### src/rtl/btn_debounce.sv
// btn_debounce: conditions raw push-button inputs into clean signals.
// Each button is synchronised to CLK, debounced on a shared prescaler tick, and
// produces a debounced level, one-cycle press/release pulses and auto-repeat
// pulses while held.
//
// Ports:
//   CLK          system clock
//   RST          asynchronous active-high reset
//   BTN          raw button inputs (1 = pressed), asynchronous to CLK
//   BTN_LVL      debounced level
//   BTN_PRESS    one-cycle pulse on an accepted 0->1
//   BTN_RELEASE  one-cycle pulse on an accepted 1->0
//   BTN_REP      one-cycle auto-repeat pulse while held
//   TICK         prescaler tick, high one cycle every 2^DIV_W cycles
module btn_debounce #(
   parameter int unsigned N_BTN      = 4,
   parameter int unsigned DIV_W      = 17,
   parameter int unsigned STABLE     = 4,
   parameter int unsigned HOLD_TICKS = 64,
   parameter int unsigned REP_TICKS  = 16
) (
   input  logic             CLK,
   input  logic             RST,
   input  logic [N_BTN-1:0] BTN,
   output logic [N_BTN-1:0] BTN_LVL,
   output logic [N_BTN-1:0] BTN_PRESS,
   output logic [N_BTN-1:0] BTN_RELEASE,
   output logic [N_BTN-1:0] BTN_REP,
   output logic             TICK
);

   localparam int unsigned SW   = $clog2(STABLE + 1);
   localparam int unsigned RMAX = (HOLD_TICKS > REP_TICKS) ? HOLD_TICKS : REP_TICKS;
   localparam int unsigned RW   = (RMAX > 1) ? $clog2(RMAX) : 1;

   localparam logic [SW-1:0] STABLE_LAST = SW'(STABLE - 1);
   localparam logic [RW-1:0] HOLD_LAST   = RW'(HOLD_TICKS - 1);
   localparam logic [RW-1:0] REP_LAST    = RW'(REP_TICKS - 1);

   typedef enum logic [1:0] {StIdle, StHold, StRepeat} rep_state_e;

   // Prescaler: TICK follows the all-ones count by one register stage.
   logic [DIV_W-1:0] div_q;
   logic             tick_q;

   always_ff @(posedge CLK or posedge RST) begin
      if (RST) begin
         div_q  <= '0;
         tick_q <= 1'b0;
      end else begin
         div_q  <= div_q + DIV_W'(1);
         tick_q <= &div_q;
      end
   end

   assign TICK = tick_q;

   // Two-flop synchroniser; only s2_q feeds the debounce logic.
   logic [N_BTN-1:0] s1_q;
   logic [N_BTN-1:0] s2_q;

   always_ff @(posedge CLK or posedge RST) begin
      if (RST) begin
         s1_q <= '0;
         s2_q <= '0;
      end else begin
         s1_q <= BTN;
         s2_q <= s1_q;
      end
   end

   for (genvar i = 0; i < N_BTN; i++) begin : g_btn
      logic [SW-1:0] stab_q;
      logic          lvl_q;
      logic          press_q;
      logic          release_q;
      logic          accept;
      logic          acc_press;
      logic          acc_release;
      rep_state_e    state_q, state_d;
      logic [RW-1:0] rcnt_q, rcnt_d;
      logic          rep_q, rep_d;

      // Accept on the STABLE-th consecutive differing tick sample.
      assign accept      = tick_q && (s2_q[i] != lvl_q) && (stab_q == STABLE_LAST);
      assign acc_press   = accept && s2_q[i];
      assign acc_release = accept && !s2_q[i];

      always_ff @(posedge CLK or posedge RST) begin
         if (RST) begin
            stab_q    <= '0;
            lvl_q     <= 1'b0;
            press_q   <= 1'b0;
            release_q <= 1'b0;
         end else begin
            press_q   <= acc_press;
            release_q <= acc_release;
            if (tick_q) begin
               // Agreeing sample restarts the run; acceptance also clears it.
               if ((s2_q[i] == lvl_q) || accept) begin
                  stab_q <= '0;
               end else begin
                  stab_q <= stab_q + SW'(1);
               end
               if (accept) begin
                  lvl_q <= s2_q[i];
               end
            end
         end
      end

      always_ff @(posedge CLK or posedge RST) begin
         if (RST) begin
            state_q <= StIdle;
            rcnt_q  <= '0;
            rep_q   <= 1'b0;
         end else begin
            state_q <= state_d;
            rcnt_q  <= rcnt_d;
            rep_q   <= rep_d;
         end
      end

      // Release is tested before the tick count, so it wins over a due repeat.
      always_comb begin
         state_d = state_q;
         rcnt_d  = rcnt_q;
         rep_d   = 1'b0;
         unique case (state_q)
            StIdle: begin
               if (acc_press) begin
                  state_d = StHold;
                  rcnt_d  = '0;
               end
            end
            StHold: begin
               if (acc_release) begin
                  state_d = StIdle;
                  rcnt_d  = '0;
               end else if (tick_q) begin
                  if (rcnt_q == HOLD_LAST) begin
                     rep_d   = 1'b1;
                     state_d = StRepeat;
                     rcnt_d  = '0;
                  end else begin
                     rcnt_d = rcnt_q + RW'(1);
                  end
               end
            end
            StRepeat: begin
               if (acc_release) begin
                  state_d = StIdle;
                  rcnt_d  = '0;
               end else if (tick_q) begin
                  if (rcnt_q == REP_LAST) begin
                     rep_d  = 1'b1;
                     rcnt_d = '0;
                  end else begin
                     rcnt_d = rcnt_q + RW'(1);
                  end
               end
            end
            default: begin
               state_d = StIdle;
               rcnt_d  = '0;
            end
         endcase
      end

      assign BTN_LVL[i]     = lvl_q;
      assign BTN_PRESS[i]   = press_q;
      assign BTN_RELEASE[i] = release_q;
      assign BTN_REP[i]     = rep_q;
   end

endmodule

### config.mk
export PLATFORM = sky130hd
export DESIGN_NAME = btn_debounce
export DESIGN_NICKNAME = d
export VERILOG_FILES = /design/src/rtl/btn_debounce.sv
export SDC_FILE = /design/constraint.sdc
export NUM_CORES = 1
export LEC_CHECK = 0
export CORE_ASPECT_RATIO = 0.7
export CORE_UTILIZATION = 41
export CTS_CLUSTER_SIZE = 20
export DETAILED_ROUTE_END_ITERATION = 8
export DONT_BUFFER_PORTS = 1
export PLACE_DENSITY = 0.64
export SYNTH_ARGS = -nofsm -noshare
export SYNTH_HDL_FRONTEND = slang
export SYNTH_SLANG_ARGS = --single-unit
### constraint.sdc
create_clock -name CLK -period 4.39 [get_ports CLK]
set_clock_uncertainty 0.15 [all_clocks]
set_input_delay 0.878 -clock CLK [delete_from_list [all_inputs] [get_ports CLK]]
set_output_delay 0.878 -clock CLK [all_outputs]
set_load 0.01 [all_outputs]
==> results.md <==
- Yosys reg bits: 86
- Core area: 10500 sq um
- Clk buf depth: 2
- Setup_tns: 0 ps
- Cts hold-fix bufs: 0
- Final instance area: 4800 sq um
- Setup CP Type: reg2reg
- Fin crit period: 2520 ps
- Max-Cap Viols: 0
- GRT Overall Usage: 0.153
- CTS tree: yes
- Vias in the first global route: 2905
- DRT Pass-1 Iters: 4
- Share of layout cells above drive strength 1: 0.0860
- Critical Path AT: 2640 ps
- Mapped Cells: 438
- GPL Wtd Cong: 0.805
- Largest family of logic cells by synthesized area: simple AND/OR/NAND/NOR gates
- Synth Area in Simple Gates: 0.195
- Endpoints failing setup: 0
- CTS resizes: 0
- Final hold vios: 0
- Synth Net Count: 470
- DP HPWL: 5510 um
- Slew Viols, Final: 0
- Clk sink count: 86
- Primary FF master, synth: dfrtp_1
- # IOs: 23
- Final worst-path cycle share: 0.574
- Area occupied by multi-input gates: 2050 sq um
- Final wirelength: 7830 um
- Netlist cell types: 58
- Initial antenna violation count: 0
- FF+latch area: 2150 sq um
- Synth warn: 0
- Diode count: 0
- Area grow syn2layout: 7.18%
- Via Count: 3060
- Most frequent cells in the layout: 86 x dfrtp_1, 38 x nand2_1, 27 x inv_1
- Top area cells in the synthesized netlist: dfrtp_1 48%, ha_1 7.3%, nand2_1 3.2%
- Number of synthesized flops with an enable pin: 0
- Crit path launch type: flip-flop
- Rows: 31
- Worst-Margin Slew: 660 ps
- Critical Path RT: 4510 ps
- Post-synthesis compound-gate area fraction: 0.127
- VDD IR-drop max: 0.186 mV
- Die height: 89.5 um
- Drt drc: 0
- XOR/XNOR Fraction of Synth Area: 0.0293
- Synth area leader: dfrtp_1
- Static leakage: 0.00226 uW
- Async SR Flop Fraction: 1.00
- TritonCTS Buffers: 9
- RSZ-0062 raised after global routing: no
- R2r setup slk: 1870 ps
- Post-CTS Setup Repair Bufs: 0
- Slew headroom: 0.554
- First-pass GRT wire length: 13600 um
- Commonest non-fill, non-tap cell in the layout: dfrtp_1
- H-Tree Level Count: 3
- 1st-iter DRT viols: 278
- Status: complete, no violations
- Post-synthesis mux area share: 0.0343
- Placed Area: 4500 sq um
- Syn avg cell area: 10.2 sq um
- Fin nets: 458
- Largest net degree at the start of global routing: 41
- Die X: 127 um
- Number of port buffers: 0
- Grt total ovfl: 0
- CP Capture Type: flip-flop
- Post-DRT Antenna Nets: 0
- Part of the Yosys area used for sequential elements: 0.480
- Post-synth top area share: 0.480
- Hold crit path type: reg2reg
- Synth Area in Adders: 0.0726
- Fill count: 965
- Initial Utilization: 0.428
- WHS: 197 ps
- Clk slew on worst S/H paths: 60 ps
- Power Dens Cells: 334 nW/um^2
- Peak Freq: 0.397 GHz
- Clock Latency Late Sink: 330 ps
- Root Driver: clkbuf_16
- Critical Path Fanout Max: 28
- Post-Syn Area: 4480 sq um
- DR WL/cell: 13.9 um
- DIE AREA: 11400 sq um
- Vias per inst: 5.44
-- where the power goes --
group          internal [uW]  switching (uW)  total, uW
clock network            492             288        780
logic                   4.60            18.3       22.9
registers                797            2.88        799
total                   1290             309       1600
-- cell families (layout without fill, tap and decap cells) --
logic type	count (synthesis)	in the layout
flip-flops	86	86
AO/OA/AOI/OAI	83	83
XOR/XNOR	15	15
adder cells (fa/ha/maj)	26	26
buffers and inverters	54	46
AND/OR/NAND/NOR	160	160
multiplexers	14	14
-- synthesized netlist by cell type (all sizes together) (3+ instances only) --
cell    count
dfrtp      86
nand2      39
inv        28
ha         26
nor2       22
buf        21
o21ai      20
nand3      19
nand2b     13
a21o       12
mux2       11
nor3       11
a21oi      10
and3       10
o22ai       9
xnor2       9
or3         7
nor4        6
nor4b       6
xor2        6
clkbuf      5
nand3b      5
nand4b      5
o22a        5
a22o        4
nand4       4
nor3b       4
o31ai       4
a31oi       3
and2        3
mux2i       3
o21a        3
or4         3
-- path summary, 6_finish.rpt --
path	from	end	cells after the start
min reg2reg	s1_q[2]	s2_q[2]	0
min	s1_q[2]	s2_q[2]	0
max reg2reg	TICK	g_btn[0].rcnt_q[5]	6
max in group asynchronous	RST	g_btn[1].lvl_q	2
max	TICK	g_btn[0].rcnt_q[5]	6
min in group asynchronous	RST	g_btn[0].lvl_q	1
-- metal layers --
| metal | track usage | vias up | wire [um] |
|---|---|---|---|
| met2 | 0.236 | 44 | 3500 |
| met5 | 0 | - | 0 |
| met3 | 0.0479 | 4 | 286 |
| met4 | 0.0584 | 0 | 40 |
| li1 | - | 1515 | - |
| met1 | 0.203 | 1497 | 4010 |
-- critical path: stages, from the launching register on --
cell,delay (ps)
dfrtp_1,720
buf_4,410
nand4b_1,250
o2bb2ai_1,320
or3_1,360
a21oi_1,130
a21o_1,100
-- metrics by stage --
step	power (uW)	util	worst slack, ps	instances
2_1_floorplan	830	-	1140	438
3_3_place_gp	838	0.430	1960	547
3_5_place_dp	838	0.430	1910	547
4_1_cts	1630	0.459	1880	562
5_1_grt	1670	0.459	1660	562
6_report	1600	0.459	1870	562
-- registers in the layout, indices dropped and copies added, names as in the netlist --
register and flops:
g_btn.rcnt_q 24, div_q 17, g_btn.stab_q 12, g_btn.state_q 8
g_btn.lvl_q 4, g_btn.press_q 4, g_btn.release_q 4, g_btn.rep_q 4
s1_q 4, s2_q 4, TICK 1
-- cell type report --
| class | count | share of cell area |
|---|---|---|
| sequential | 86 | 0.448 |
| tap | 132 | 0.0344 |
| clock buffer | 10 | 0.0477 |
| inverter | 28 | 0.0221 |
| timing repair buffer | 3 | 0.00469 |
| clock inverter | 5 | 0.0156 |
| multi-input combinational | 298 | 0.427 |
Power figures use the tool's default switching activity.
